===== src/rtl/freq_meter_multi.sv =====
// Multi-channel frequency meter: counts rising edges of NUM_CH asynchronous
// inputs over back-to-back gate windows and exposes saturated per-channel
// results through a registered channel-select readout.
module freq_meter_multi #(
  parameter  int NUM_CH = 4,
  parameter  int CNT_W  = 32,
  parameter  int CLK_HZ = 48000000,
  localparam int CH_W   = (NUM_CH > 1) ? $clog2(NUM_CH) : 1
) (
  input  logic              clk_48MHz,
  input  logic              rst_n,
  input  logic [NUM_CH-1:0] freq_in,
  input  logic              en,
  input  logic [1:0]        gate_sel,
  input  logic              freeze,
  input  logic [CH_W-1:0]   rd_ch,
  output logic [CNT_W-1:0]  rd_data,
  output logic              rd_ovf,
  output logic              done,
  output logic              valid,
  output logic              missed
);

  // The gate counter only ever holds G-1, which is always below CLK_HZ.
  localparam int GW = $clog2(CLK_HZ);
  localparam logic [GW-1:0] GLEN0 = GW'(CLK_HZ - 1);
  localparam logic [GW-1:0] GLEN1 = GW'(CLK_HZ / 10 - 1);
  localparam logic [GW-1:0] GLEN2 = GW'(CLK_HZ / 100 - 1);
  localparam logic [GW-1:0] GLEN3 = GW'(CLK_HZ / 1000 - 1);
  localparam logic [CNT_W-1:0] CNT_MAX = '1;

  typedef enum logic {IDLE, GATE} state_t;

  state_t            state;
  state_t            state_next;
  logic              load_gate;
  logic              last_cycle;
  logic              counting;
  logic [GW-1:0]     gate_cnt;
  logic [GW-1:0]     gate_reload;

  logic [NUM_CH-1:0] sync1;
  logic [NUM_CH-1:0] sync2;
  logic [NUM_CH-1:0] sync3;
  logic [NUM_CH-1:0] edge_det;

  logic [CNT_W-1:0]  cnt [NUM_CH];
  logic [NUM_CH-1:0] pend_ovf;
  logic [CNT_W-1:0]  cand [NUM_CH];
  logic [NUM_CH-1:0] cand_ovf;
  logic [CNT_W-1:0]  result [NUM_CH];
  logic [NUM_CH-1:0] result_ovf;

  // Two-flop synchroniser plus a delay flop per channel for edge detection.
  always_ff @(posedge clk_48MHz or negedge rst_n) begin
    if (!rst_n) begin
      sync1 <= '0;
      sync2 <= '0;
      sync3 <= '0;
    end else begin
      sync1 <= freq_in;
      sync2 <= sync1;
      sync3 <= sync2;
    end
  end

  assign edge_det = sync2 & ~sync3;

  // Window length for the currently selected gate; only used at a reload.
  always_comb begin
    gate_reload = GLEN0;
    case (gate_sel)
      2'd0:    gate_reload = GLEN0;
      2'd1:    gate_reload = GLEN1;
      2'd2:    gate_reload = GLEN2;
      default: gate_reload = GLEN3;
    endcase
  end

  // State register.
  always_ff @(posedge clk_48MHz or negedge rst_n) begin
    if (!rst_n) begin
      state <= IDLE;
    end else begin
      state <= state_next;
    end
  end

  // Next state and per-cycle control: counting cycle, last window cycle, reload.
  always_comb begin
    state_next = state;
    load_gate  = 1'b0;
    last_cycle = 1'b0;
    counting   = 1'b0;
    case (state)
      IDLE: begin
        if (en) begin
          state_next = GATE;
          load_gate  = 1'b1;
        end
      end
      GATE: begin
        if (!en) begin
          state_next = IDLE;
        end else if (gate_cnt == '0) begin
          last_cycle = 1'b1;
          load_gate  = 1'b1;
        end else begin
          counting = 1'b1;
        end
      end
      default: state_next = IDLE;
    endcase
  end

  // Gate counter: loaded at window start, counts down to the last window cycle.
  always_ff @(posedge clk_48MHz or negedge rst_n) begin
    if (!rst_n) begin
      gate_cnt <= '0;
    end else if (load_gate) begin
      gate_cnt <= gate_reload;
    end else if (counting) begin
      gate_cnt <= gate_cnt - 1'b1;
    end
  end

  // Saturating next count per channel; also the value committed at a window end.
  always_comb begin
    cand_ovf = '0;
    for (int i = 0; i < NUM_CH; i++) begin
      if (cnt[i] == CNT_MAX) begin
        cand[i]     = CNT_MAX;
        cand_ovf[i] = pend_ovf[i] | edge_det[i];
      end else begin
        cand[i]     = cnt[i] + CNT_W'(edge_det[i]);
        cand_ovf[i] = pend_ovf[i];
      end
    end
  end

  // Edge counters advance only on counting cycles and clear otherwise, which
  // covers IDLE, the window boundary and an aborted window alike.
  always_ff @(posedge clk_48MHz or negedge rst_n) begin
    if (!rst_n) begin
      for (int i = 0; i < NUM_CH; i++) begin
        cnt[i] <= '0;
      end
      pend_ovf <= '0;
    end else if (counting) begin
      for (int i = 0; i < NUM_CH; i++) begin
        cnt[i] <= cand[i];
      end
      pend_ovf <= cand_ovf;
    end else begin
      for (int i = 0; i < NUM_CH; i++) begin
        cnt[i] <= '0;
      end
      pend_ovf <= '0;
    end
  end

  // Commit on the last window cycle unless frozen; a frozen boundary is flagged.
  always_ff @(posedge clk_48MHz or negedge rst_n) begin
    if (!rst_n) begin
      for (int i = 0; i < NUM_CH; i++) begin
        result[i] <= '0;
      end
      result_ovf <= '0;
      done       <= 1'b0;
      valid      <= 1'b0;
      missed     <= 1'b0;
    end else begin
      done <= 1'b0;
      if (last_cycle) begin
        if (!freeze) begin
          for (int i = 0; i < NUM_CH; i++) begin
            result[i] <= cand[i];
          end
          result_ovf <= cand_ovf;
          done       <= 1'b1;
          valid      <= 1'b1;
          missed     <= 1'b0;
        end else begin
          missed <= 1'b1;
        end
      end
    end
  end

  // Registered readout; sees the pre-commit result when both happen together.
  always_ff @(posedge clk_48MHz or negedge rst_n) begin
    if (!rst_n) begin
      rd_data <= '0;
      rd_ovf  <= 1'b0;
    end else if (32'(rd_ch) < NUM_CH) begin
      rd_data <= result[rd_ch];
      rd_ovf  <= result_ovf[rd_ch];
    end else begin
      rd_data <= '0;
      rd_ovf  <= 1'b0;
    end
  end

endmodule


===== config.mk =====
export PLATFORM = sky130hd
export DESIGN_NAME = freq_meter_multi
export DESIGN_NICKNAME = d
export VERILOG_FILES = /design/src/rtl/freq_meter_multi.sv
export SDC_FILE = /design/constraint.sdc
export NUM_CORES = 1
export LEC_CHECK = 0
export ABC_AREA = 1
export BUFFER_PORTS_ARGS = -buffer_cell sky130_fd_sc_hd__buf_2
export CAP_MARGIN = 20
export CORE_AREA = 2 2 213 215
export DETAILED_ROUTE_END_ITERATION = 6
export DIE_AREA = 0 0 215 217
export HOLD_SLACK_MARGIN = 0.03
export SLEW_MARGIN = 0
export SYNTH_ARGS = -nofsm -noshare
export SYNTH_HDL_FRONTEND = slang
export SYNTH_SLANG_ARGS = --single-unit
export TNS_END_PERCENT = 5

===== constraint.sdc =====
create_clock -name clk_48MHz -period 3.27 [get_ports clk_48MHz]
set_input_delay 0.327 -clock clk_48MHz [delete_from_list [all_inputs] [get_ports clk_48MHz]]
set_output_delay 0.327 -clock clk_48MHz [all_outputs]
set_load 0.1 [all_outputs]

## Word level (Yosys, flattened, before mapping)

Cells that the tools add are included.

- Register bits: 339
- Latch bits: 0
- RAM bits: 0
- Memory bits (read-only): 0
- Bits of input ports: 12
- Output and inout port bits: 36
- Word-level logic and storage cells: 75
- Memories kept: 0

- Add/subtract/negate cells: 5
- $mul: 0
- Divide/modulo/power cells: 0
- $lt $le $gt $ge: 2
- Equal/unequal tests: 6
- Shifts and indexed selects: 0
- Muxes and demuxes: 29
- Bitwise operators: 9
- Reduce and logical (&&, ||, !) cells: 4

Operators with widths:

| cell | number |
|---|---|
| 2-to-1 mux 32 bit | 6 |
| adder 32 x 1 -> 32 bit | 4 |
| == test 32 bit (second input constant) | 4 |
| 2-to-1 mux 128 bit | 1 |
| case mux 26 bit (3 select lines) | 1 |
| binary-select mux 32 bit (select 2 bit) | 1 |
| 2-to-1 mux 26 bit | 2 |
| zero test 26 bit | 1 |
| subtractor 26 x 1 -> 26 bit (second input constant) | 1 |
| 2-to-1 mux 1 bit | 15 |
| AND 4 bit | 1 |
| 2-to-1 mux 4 bit | 1 |
| NOT 4 bit | 1 |
| OR 1 bit | 4 |
| greater-or-equal comparator 3 bit (second input constant) | 1 |
| < comparator 2 x 3 -> 1 bit (second input constant) | 1 |
| NOT 2 -> 3 bit | 1 |
| binary-select mux 1 bit (select 2 bit) | 1 |
| == test 2 x 1 -> 1 bit (second input constant) | 1 |
| == test 2 bit (second input constant) | 1 |
| zero test 2 bit | 1 |
| NOT 1 bit | 2 |
| case mux 1 bit (2 select lines) | 1 |
| AND reduction 2 bit | 1 |
| nonzero test 2 bit | 1 |

## Longest topological paths before layout

Gate-level depths: netlist of the first run.

- Word-level depth: 6
- Depth in mapped cells: 15
- Gate-level depth less buffers: 15

## Worst setup path before layout of the first run

No wires, ideal clock.

- Kind: flip-flop to flip-flop
- From: register sync3[1]
- To: register result[84] (netlist bit)
- Library setup time: 0.116 ns
- Data arrival time: 1.811 ns
- Data required time: 3.154 ns
- Setup slack: 1.343 ns
- Cell stages (with the launch flop): 13
- Buffers on the path: 0
- Period minus slack after synthesis: 1.927 ns
- Path through: dfrtp_1 > nor2_1 > ha_1 > ha_1 > inv_1 > nor2_1 > inv_1 > nor2_1 > nand2_1 > o21ai_0 > nand3_1 > nand2_1 > nand2_1

- Longest elaborated chain between the ends: 4

RTL lines:

| item | RTL line | source |
|---|---|---|
| from (decl) | 44 | `logic [NUM_CH-1:0] sync3;` |
| from (signal assigned) | 63 | `sync3 <= sync2;` |
| NOT 4 bit | 67 | `assign edge_det = sync2 & ~sync3;` |
| AND 4 bit | 67 |  |
| adder 32 x 1 -> 32 bit | 135 | `cand[i] = cnt[i] + CNT_W'(edge_det[i]);` |
| 2-to-1 mux 32 bit | 131 | `if (cnt[i] == CNT_MAX) begin` |
| to (signal, indexed assignment) | 177 | `result[i] <= cand[i];` |
| to (decl) | 51 | `logic [CNT_W-1:0] result [NUM_CH];` |

No other way between the ends.
A chain may end at the register's enable or synchronous reset.

## Worst setup path in the final report of the first run

- From: register gate_cnt[0]
- To: register result[90] (netlist bit)

- Longest elaborated chain between the ends: 5

RTL lines:

| item | RTL line | source |
|---|---|---|
| from (decl) | 39 | `logic [GW-1:0] gate_cnt;` |
| from (signal assigned) | 121 | `gate_cnt <= gate_reload;` |
| from (signal assigned) | 123 | `gate_cnt <= gate_cnt - 1'b1;` |
| zero test 26 bit | 105 | `end else if (gate_cnt == '0) begin` |
| 2-to-1 mux 1 bit | 105 |  |
| 2-to-1 mux 1 bit | 103 | `if (!en) begin` |
| 2-to-1 mux 1 bit | 95 | `case (state)` |
| AND reduction 2 bit (no source line) | - |  |

No other way between the ends.

==> results.md, run 1 <==
* Status: completed
* Achievable Freq at 0.4035 GHz
* First-pass GRT wire length at slightly below 90 mm
* Area grow syn2layout at 13.51%
* Post-route ant nets at 0
* Final Max Tran Viols at 0
* Ports at 48
* Worst path arrival time at 2970 ps
* Synth Register Bits at 339
* I/O Buffers at 47
* Hpwl dp at 39.23 mm
* GRT Overall Usage at a little under a quarter
* Clock Skew at 29.15 ps
* Placer congestion estimate at 0.9443
* Initial DRC count at 1306
* VDD IR max at ~350 uV
* Startpoint types: register
* Crit path kind: register to register
* Cell Pwr Density at around 500 nW/um2
* Fin crit period at about 2500 ps
* Net count after synthesis at roughly 2400
* Post-CTS Setup Bufs at 0
* Worst R2R Setup Slack at about 790 ps
* DR vias at approximately 16000
* Synth Area per Inst at roughly 7.4 um2
* Die H at ~220 um
* Site Rows at 78
* Share of the cycle needed by the critical path after routing at between 70% and 80%
* Initial antenna violation count at 0
* Max_cap viols at 0
* Non-Filler Instances at about 3000
* Reg clk slew, reported paths at about 60 ps
* Share of cells above drive strength 1 at under 10%
* RSZ-0062 raised after global routing: false
* Clk sink count at ~340
* Worst setup path start: gate_cnt[0]$_DFFE_PN0P_
* Placed insts at 2970
* Yosys cell types at 35
* Routed vias/inst at 5.138
* Reg2reg path depth at 11
* Fill count at approximately 4600
* Net count, final at between 2000 and 2500
* TritonCTS buffer count at 40
* R2R Path End: result[90]$_DFFE_PN0P_
* Number of diodes at 0
* Endpoint class of the critical path: register
* Critical Path Sink: result[90]$_DFFE_PN0P_
* Cell count after synthesis at ~2400
* Total Routed Length at roughly 54 mm
* DRT Pass-1 Iters at 5
* RR Startpoint: gate_cnt[0]$_DFFE_PN0P_
* Maximum number of pins on one net before global-route repair at ~150
* Leak Pwr at 9.648 nW
* Vias in the first global route at between 15000 and 20000
* Core Region at between 40000 and 50000 um2
* Clock latency on the worst-skew pair at roughly 580 ps
* Final hold violations at 0
* Setup TNS at 0 ps
* Final setup viols at 0
* Post-synthesis sequential area ratio at slightly below 50%
* Number of gates resized after cts at 0
* H-Tree Level Count at 2
* DIE AREA at approximately 47000 um2
* Remaining global-route overflow at 0
* Slew HR at between 20% and 30%
* Worst min-delay path class: primary input to register
* CTS tree: built
* Crit path max fanout at 37
* WL/cell at between 15 and 20 um
* Clk root buf: clkbuf_16
* Max clock buf depth at 3
* DRC Markers at 0
* Effective utilization at floorplan at about two fifths
* Worst path required time at between 3000 and 4000 ps
* Ys Warns at 0
* Synthesized cell area at between 15000 and 20000 um2
* Chip width at between 200 and 250 um
* Tightest Pin Transition at between 1000 and 1500 ps
-- state kept, by name (all words and copies together), names as in the netlist --
name,count
missed,1
result_ovf,4
valid,1
pend_ovf,4
sync3,4
gate_cnt,26
cnt,128
done,1
rd_ovf,1
sync2,4
state,1
sync1,4
rd_data,32
result,128
-- worst min-delay path by stage --
| stage | startpoint | to | slack [ps] | depth (start not counted) |
|---|---|---|---|---|
| after global placement | sync1[0]$_DFF_PN0_ | sync2[0]$_DFF_PN0_ | 330 | 0 |
| after floorplan | rst_n | cnt[0]$_DFF_PN0_ | 30 | 0 |
| after CTS | en | state$_DFF_PN0_ | 100 | 1 |
| after detailed placement | sync1[0]$_DFF_PN0_ | sync2[0]$_DFF_PN0_ | 340 | 0 |
| after global routing | en | state$_DFF_PN0_ | 120 | 1 |
| final | en | state$_DFF_PN0_ | 120 | 1 |
-- area by class of cell --
type / count / area, um2 / area share, %
sequential: 339 / 8483 / 42.57
inverter: 251 / 944.7 / 4.740
clock inverter: 21 / 377.9 / 1.896
multi-input combinational: 1709 / 7702 / 38.65
timing repair buffer: 76 / 575.6 / 2.888
tap: 600 / 750.7 / 3.767
clock buffer: 51 / 1094 / 5.488
-- metrics by stage --
stage | setup slack (ps) | utilization, % | area [um2] | hold WS [ps] | total power [W]
2_1_floorplan | 1343 | - | 17560 | 31.41 | 0.004836
3_3_place_gp | 845.8 | 41.18 | 18410 | 334.2 | 0.005087
3_5_place_dp | 794.0 | 41.18 | 18410 | 340.2 | 0.005093
4_1_cts | 756.3 | 44.58 | 19930 | 102.9 | 0.01016
5_1_grt | 505.4 | 44.58 | 19930 | 123.5 | 0.01040
6_report | 791.6 | 44.58 | 19930 | 118.0 | 0.01006
-- cell families after synthesis --
| logic type | share of synthesized area [%] |
|---|---|
| simple gates | 32.33 |
| flops | 48.32 |
| buf+inv | 7.932 |
| compound gates | 7.839 |
| xor+xnor | 2.444 |
| fa+ha+maj | 1.140 |
-- cell usage in the layout, fill, tap and decap left out, drive strengths merged --
| cell type | instances |
|---|---|
| nand4 | 26 |
| nor3 | 62 |
| o21ai | 149 |
| bufinv | 9 |
| nor2 | 317 |
| o22ai | 28 |
| dlygate4sd3 | 5 |
| and2 | 2 |
| clkinv | 8 |
| clkinvlp | 4 |
| nor3b | 1 |
| clkbuf | 51 |
| xor2 | 30 |
| or2 | 5 |
| a31oi | 38 |
| nand3b | 10 |
| o211ai | 1 |
| ha | 16 |
| o311ai | 1 |
| inv | 251 |
| buf | 71 |
| xnor2 | 19 |
| a21oi | 38 |
| dfrtp | 339 |
| nand2 | 787 |
| nand3 | 178 |
| o21bai | 1 |
-- where the power goes --
part | leakage, nW | internal [W] | total [W] | switching, W
sequential | 4.58 | 0.00427 | 0.00433 | 0.0000576
combinational | 4.36 | 0.000141 | 0.000690 | 0.000549
clock | 0.707 | 0.00311 | 0.00504 | 0.00194
-- cells in the mapped netlist --
cell type | count | area, um2
a21oi_1 | 38 | 190.2
nand2_2 | 1 | 6.260
clkbuf_1 | 34 | 127.6
nand2_1 | 786 | 2950
a31oi_1 | 38 | 237.7
nand3b_1 | 10 | 75.07
o211ai_1 | 1 | 7.510
o21ai_0 | 136 | 680.7
o22ai_1 | 28 | 175.2
nand3_1 | 178 | 890.9
xor2_1 | 30 | 262.8
o21bai_1 | 1 | 7.510
nand4_1 | 25 | 156.4
o21ai_2 | 1 | 8.760
buf_6 | 14 | 157.7
buf_2 | 30 | 150.1
o311ai_0 | 1 | 8.760
inv_2 | 2 | 7.510
or2_2 | 4 | 25.02
nor3b_1 | 1 | 7.510
nor2_1 | 308 | 1156
nor2_2 | 7 | 43.79
ha_1 | 16 | 200.2
inv_1 | 246 | 923.4
and2_1 | 2 | 12.51
nor3_1 | 62 | 310.3
nor2_4 | 2 | 22.52
o21ai_1 | 12 | 60.06
clkinv_1 | 3 | 11.26
nand4_2 | 1 | 12.51
xnor2_1 | 19 | 166.4
or2_1 | 1 | 6.260
dfrtp_1 | 339 | 8483
buf_4 | 1 | 7.510
buf_1 | 2 | 7.510
-- worst max-delay path: stages (launching register included) --
cell	delay, ps
dfrtp_1	380
inv_1	80
ha_1	260
inv_2	60
nor2_1	160
nand3_1	200
nor2_4	210
nand4_4	130
inv_4	350
buf_4	390
nand2_1	110
nand2_1	60
-- layer usage --
metal / wire length [um] / GRT usage (%) / part of all wire, %
met4: 1670 / 8.046 / 3.1
met1: 24710 / 32.86 / 46
met2: 25210 / 38.08 / 46
met3: 2678 / 3.284 / 4.9
met5: 0 / 0 / 0
-- what timing repair did --
action,4_1_cts,5_1_grt
hold buffers,5,0
setup endpoints to repair,0,0
hold endpoints to repair,83,0
Note: power is estimated with default switching activity, not from simulation.
==> run 2: changes to the inputs <==
Settings changed: ABC_AREA 1 to 0, CORE_AREA 2 2 213 215 to 2 2 201 203, DIE_AREA 0 0 215 217 to 0 0 203 205.
Clock period 3.27 ns to 2.1 ns, I/O delays scaled along.
==> results.md, run 2 <==
* Worst R2R Setup Slack at -540 ps
* DRC Markers at 0
* Clock latency on the worst-skew pair at 570 ps
* Violated checks: negative setup slack
* Most frequent cells in the layout: dfrtp_1, nor2_1, buf_4
* Synthesized cell area at approximately 16000 um2
* Final setup viols at approximately 290
* Top Registers: cnt: 128 flops, result: 128 flops, rd_data: 32 flops
* Net count, final at around 1700
* Yosys cell types at between 60 and 70
* Worst min-delay path class: primary input to asynchronous set/reset pin
* GRT Overall Usage at 21.40%
* Effective utilization at floorplan at about two fifths
* Die H at about 210 um
* Reg clk slew, reported paths at about 60 ps
* Commonest cells in the netlist: dfrtp_1, nor2_1, a21oi_1, nand2_1, xnor2_1
* Initial DRC count at 1066
* Chip width at ~200 um
* Clock Skew at ~22 ps
* Fin Hold WS at approximately 78 ps
* Synth Area per Inst at ~10 um2
* Fill count at 3501
* Number of diodes at 0
* Post-synthesis sequential area ratio at a little over half
* I/O Buffers at between 40 and 50
* Net count after synthesis at 1520
* Critical Path Sink: result[22]$_DFFE_PN0P_
* Final Max Tran Viols at 0
* Hpwl dp at a little over 30 mm
* Ports at 48
* Initial antenna violation count at 0
* Worst setup path start: gate_cnt[17]$_DFFE_PN0P_
* Post-route ant nets at 0
* Cell count after synthesis at ~1500
* Share of the cycle needed by the critical path after routing at 125.5%
* Routed vias/inst at roughly 5.6
* Max clock buf depth at 3
* Startpoint types: register
* Clk sink count at around 340
* Count leader, synth: dfrtp_1
* Synth area leader: dfrtp_1
* VDD IR max at slightly below 600 uV
* Core Region at between 30000 and 40000 um2
* Clk root buf: clkbuf_16
* Placer congestion estimate at about 0.94
* Area grow syn2layout at 26.32%
* Worst Slack Setup Final at -536.5 ps
* Max_cap viols at 0
* Ys Warns at 0
* Maximum number of pins on one net before global-route repair at 85
* RSZ-0062 raised after global routing: true
* Site Rows at between 70 and 80
* Synth Register Bits at approximately 340
* Post-synth EDFFs at 0
* Crit path kind: register to register
* Commonest non-fill, non-tap cell in the layout: dfrtp_1
* Status: finished, violations left
* DR vias at about 13000
* Tightest Pin Transition at slightly below 500 ps
* WL/cell at slightly below 20 um
* H-Tree Level Count at 2
* Achievable Freq at between 0.3 and 0.4 GHz
* Main flop type after synthesis: dfrtp_1
* Reg2reg path depth at 6
* Total power at between 0.01 and 0.015 W
* Worst path arrival time at around 3100 ps
* Worst path required time at 2550 ps
* Leak Pwr at between 8 and 9 nW
* DIE AREA at 41620 um2
* CTS tree: built
* Top cells by area, synth: dfrtp_1, mux4_2, nor2_1, a21oi_1, xnor2_1
* Slew HR at between 60% and 70%
* Share of cells above drive strength 1 at between 20% and 30%
* Vias in the first global route at 12520
* Endpoint class of the critical path: register
* DRT Pass-1 Iters at 7
* TritonCTS buffer count at 40
* Total Routed Length at roughly 44 mm
* Fin crit period at about 2600 ps
* Crit path max fanout at 6
* Final hold violations at 0
* RR Startpoint: gate_cnt[17]$_DFFE_PN0P_
* Remaining global-route overflow at 0
* Top-area cell type share of the netlist area at roughly 55%
* Cell Pwr Density at 744.2 nW/um2
* First-pass GRT wire length at approximately 69 mm
* R2R Path End: result[22]$_DFFE_PN0P_
* Synth async-reset ratio at 100.0%
[run 2: how the worst min path moves through the flow]
stage	end	slack (ps)	startpoint	depth (start not counted)
3_3_place_gp	cnt[122]$_DFF_PN0_	60	rst_n	1
6_report	cnt[87]$_DFF_PN0_	80	rst_n	2
2_1_floorplan	cnt[0]$_DFF_PN0_	-90	rst_n	0
3_5_place_dp	cnt[122]$_DFF_PN0_	60	rst_n	1
5_1_grt	state$_DFF_PN0_	80	en	2
4_1_cts	state$_DFF_PN0_	50	en	2
[run 2: timing repair]
| action | in CTS | in global routing |
|---|---|---|
| cloned | 1 | 5 |
| gates resized for setup | 24 | 45 |
| pin swaps | 21 | 6 |
| hold buffers | 6 | 0 |
| endpoints found under the hold margin | 344 | 0 |
| setup endpoints to repair | 292 | 293 |
| buffers inserted | 1 | 2 |
[run 2: where the power goes]
group	internal, W	switching, W
clock network	0.00435	0.00287
logic	0.000299	0.000414
registers	0.00662	0.0000450
[run 2: critical path, stage by stage, from the launching register on]
cell	delay (ps)
dfrtp_1	380
or4_4	550
or3_4	380
or4b_4	630
clkinv_8	130
buf_12	140
mux2_4	300
[run 2: area by class of cell]
| class | count | area, um2 | area share [%] |
|---|---|---|---|
| repair buffers | 261 | 2267 | 11.56 |
| clock inverters | 21 | 270.3 | 1.378 |
| clock buffers | 50 | 1099 | 5.601 |
| multi-input cells | 1040 | 6740 | 34.36 |
| flip-flops and latches | 339 | 8483 | 43.25 |
| inverters | 23 | 98.84 | 0.5039 |
| well taps | 525 | 656.9 | 3.349 |
[run 2: stage by stage]
stage	cells	cell area [um2]	setup TNS, ps	worst slack (ps)	utilization, %
final	2259	19620	-117190	-536.5	49.83
after global routing	2259	19620	-141380	-615.3	49.83
after CTS	2252	19310	-122640	-555.6	49.06
after detailed placement	2173	17750	-130960	-568.2	45.10
after global placement	2173	17750	-119410	-526.8	45.10
after floorplan	1492	15550	-127620	-562.7	-
[run 2: layer usage]
layer	track usage [%]	routed length (um)
met5	0	0
met2	34.72	20730
met1	28.80	19230
met4	7.325	1451
met3	4.184	2416
[run 2: cells by family after synthesis]
logic type / share of synthesized area, %
AOI/OAI and AO/OA: 12.18
xor gates and xnor gates: 5.189
adders and majority gates: 1.289
buffers and inverters: 3.167
DFF: 54.63
muxes: 5.584
and+or+nand+nor: 17.96
==> run 3: changes to the inputs <==
Settings changed: CAP_MARGIN 20 to not set, CTS_BUF_LIST set to sky130_fd_sc_hd__clkbuf_16.
==> results.md, run 3 (synthesized netlist as in run 2, its figures left out) <==
* Final hold violations at 0
* Share of the cycle needed by the critical path after routing at 125.4%
* Grt peak-use layer: met2
* DRT Pass-1 Iters at 5
* Worst min-delay path class: primary input to asynchronous set/reset pin
* Violated checks: negative setup slack
* Post-place setup slack at -568.2 ps
* Worst path arrival time at just over 3000 ps
* Share of cells above drive strength 1 at roughly a quarter
* First-pass GRT wire length at 69.27 mm
* Routed vias/inst at around 5.6
* Startpoint types: register
* Clk root buf: clkbuf_16
* Final setup viols at a little under 300
* TritonCTS buffer count at 40
* Clock Skew at roughly 20 ps
* Met1 usage at just under 30%
* Net count, final at around 1700
* Design area at around 20000 um2
* Crit path kind: register to register
* Achievable Freq at about 0.38 GHz
* DIE AREA at between 40000 and 50000 um2
* Initial antenna violation count at 0
* I/O Buffers at 47
* Core Region at roughly 39000 um2
* Effective utilization at floorplan at about 39%
* Worst Slack Setup Final at -533.8 ps
* Slew HR at between 60% and 70%
* Fill count at 3510
* Worst R2R Setup Slack at -530 ps
* Area grow syn2layout at 25.78%
* DR vias at 12560
* Commonest non-fill, non-tap cell in the layout: dfrtp_1
* DRC Markers at 0
* GRT Overall Usage at between 20% and 30%
* Top Registers: cnt: 128 flops, result: 128 flops, rd_data: 32 flops
* Max_cap viols at 0
* Fin Hold WS at 75.02 ps
* Setup TNS at -116760 ps
* Site Rows at 73
* Max clock buf depth at 3
* Endpoint class of the critical path: register
* Vias in the first global route at between 10000 and 15000
* Most frequent cells in the layout: dfrtp_1, nor2_1, buf_4
* Initial DRC count at 972
* Clock latency on the worst-skew pair at between 500 and 600 ps
* WL/cell at 19.43 um
* Reg2reg path depth at 6
* H-Tree Level Count at 2
* Status: finished, violations left
* Placer congestion estimate at 0.9415
* Leak Pwr at 8.551 nW
* Fin crit period at 2634 ps
* Worst path required time at around 2600 ps
* Die H at ~210 um
* Ports at 48
* Total Routed Length at 43.88 mm
* Crit path max fanout at 6
* CP max-delay cell: or4b_4
* CP cell instances: or4_4 -> or3_4 -> or4b_4 -> clkinv_8 -> buf_12 -> mux2_4
* Tightest Pin Transition at between 500 and 600 ps
* RR Startpoint: gate_cnt[17]$_DFFE_PN0P_
* Post-route ant nets at 0
* Remaining global-route overflow at 0
* Final Max Tran Viols at 0
* RSZ-0062 raised after global routing: true
* Clk sink count at 339
* Largest stage delay, worst path at 630 ps
* Hpwl dp at roughly 31 mm
* VDD IR max at 593.5 uV
* Finished Core Util at about 50%
* CTS tree: built
* R2R Path End: result[22]$_DFFE_PN0P_
* Chip width at ~200 um
* Number of diodes at 0
* Worst setup path start: gate_cnt[17]$_DFFE_PN0P_
* Placed Area at between 15000 and 20000 um2
* Cell Pwr Density at ~730 nW/um2
* Met3 usage at 4.184%
* Grt met2 use at between 30 and 40%
* Maximum number of pins on one net before global-route repair at 85
* Reg clk slew, reported paths at around 60 ps
==> run 3: changes by cell type in the layout (fill, tap and decap cells not counted), sizes merged <==
cell    delta
clkbuf    -10
clkinv     +6
inv        +4
==> run 3: worst max path at each step <==
stage | to | slack, ps
after floorplan | result[22]$_DFFE_PN0P_ | -560
after global placement | result[34]$_DFFE_PN0P_ | -530
after detailed placement | result[98]$_DFFE_PN0P_ | -570
after CTS | result[22]$_DFFE_PN0P_ | -560
after global routing | result[61]$_DFFE_PN0P_ | -600
final | result[22]$_DFFE_PN0P_ | -530
==> run 3: worst max-delay path: cells and delay by family, from the launching register on <==
kind	cells	cell delay, ps
buffers and inverters	2	270
DFF	1	380
muxes	1	300
and+or+nand+nor	3	1560
==> run 3: timing repair <==
item	CTS	global route
gates resized for setup	23	41
pin swaps	21	6
hold endpoints to repair	344	0
hold buffers	6	0
buffers inserted	1	2
setup endpoints to repair	292	293
gates cloned	1	5
==> run 3: power breakdown <==
part	total (W)	internal, W	leakage (nW)	switching, W
Combinational	0.000710	0.000298	3.26	0.000412
Clock	0.00698	0.00411	0.659	0.00287
Sequential	0.00666	0.00662	4.64	0.0000446
Total	0.0144	0.0110	8.55	0.00333
==> run 3: area by class of cell <==
class,count,area [um2],area share (%)
tap,525,656.9,3.363
sequential,339,8483,43.43
timing repair buffer,261,2267,11.61
inverter,23,98.84,0.5061
clock buffer,40,1001,5.125
clock inverter,31,307.8,1.576
multi-input combinational,1040,6718,34.39
==> run 3: routing by layer <==
metal	share of wire, %	wire, um	vias up
met5	0	0	-
met4	3.3	1430	0
met2	47	20790	334
met3	5.5	2421	91
met1	44	19240	6277
li1	-	-	5862
==> run 3: through the flow <==
step	power, W	std cells
2_1_floorplan	0.007055	1492
3_3_place_gp	0.007461	2173
3_5_place_dp	0.007476	2173
4_1_cts	0.01450	2252
5_1_grt	0.01486	2259
6_report	0.01435	2259
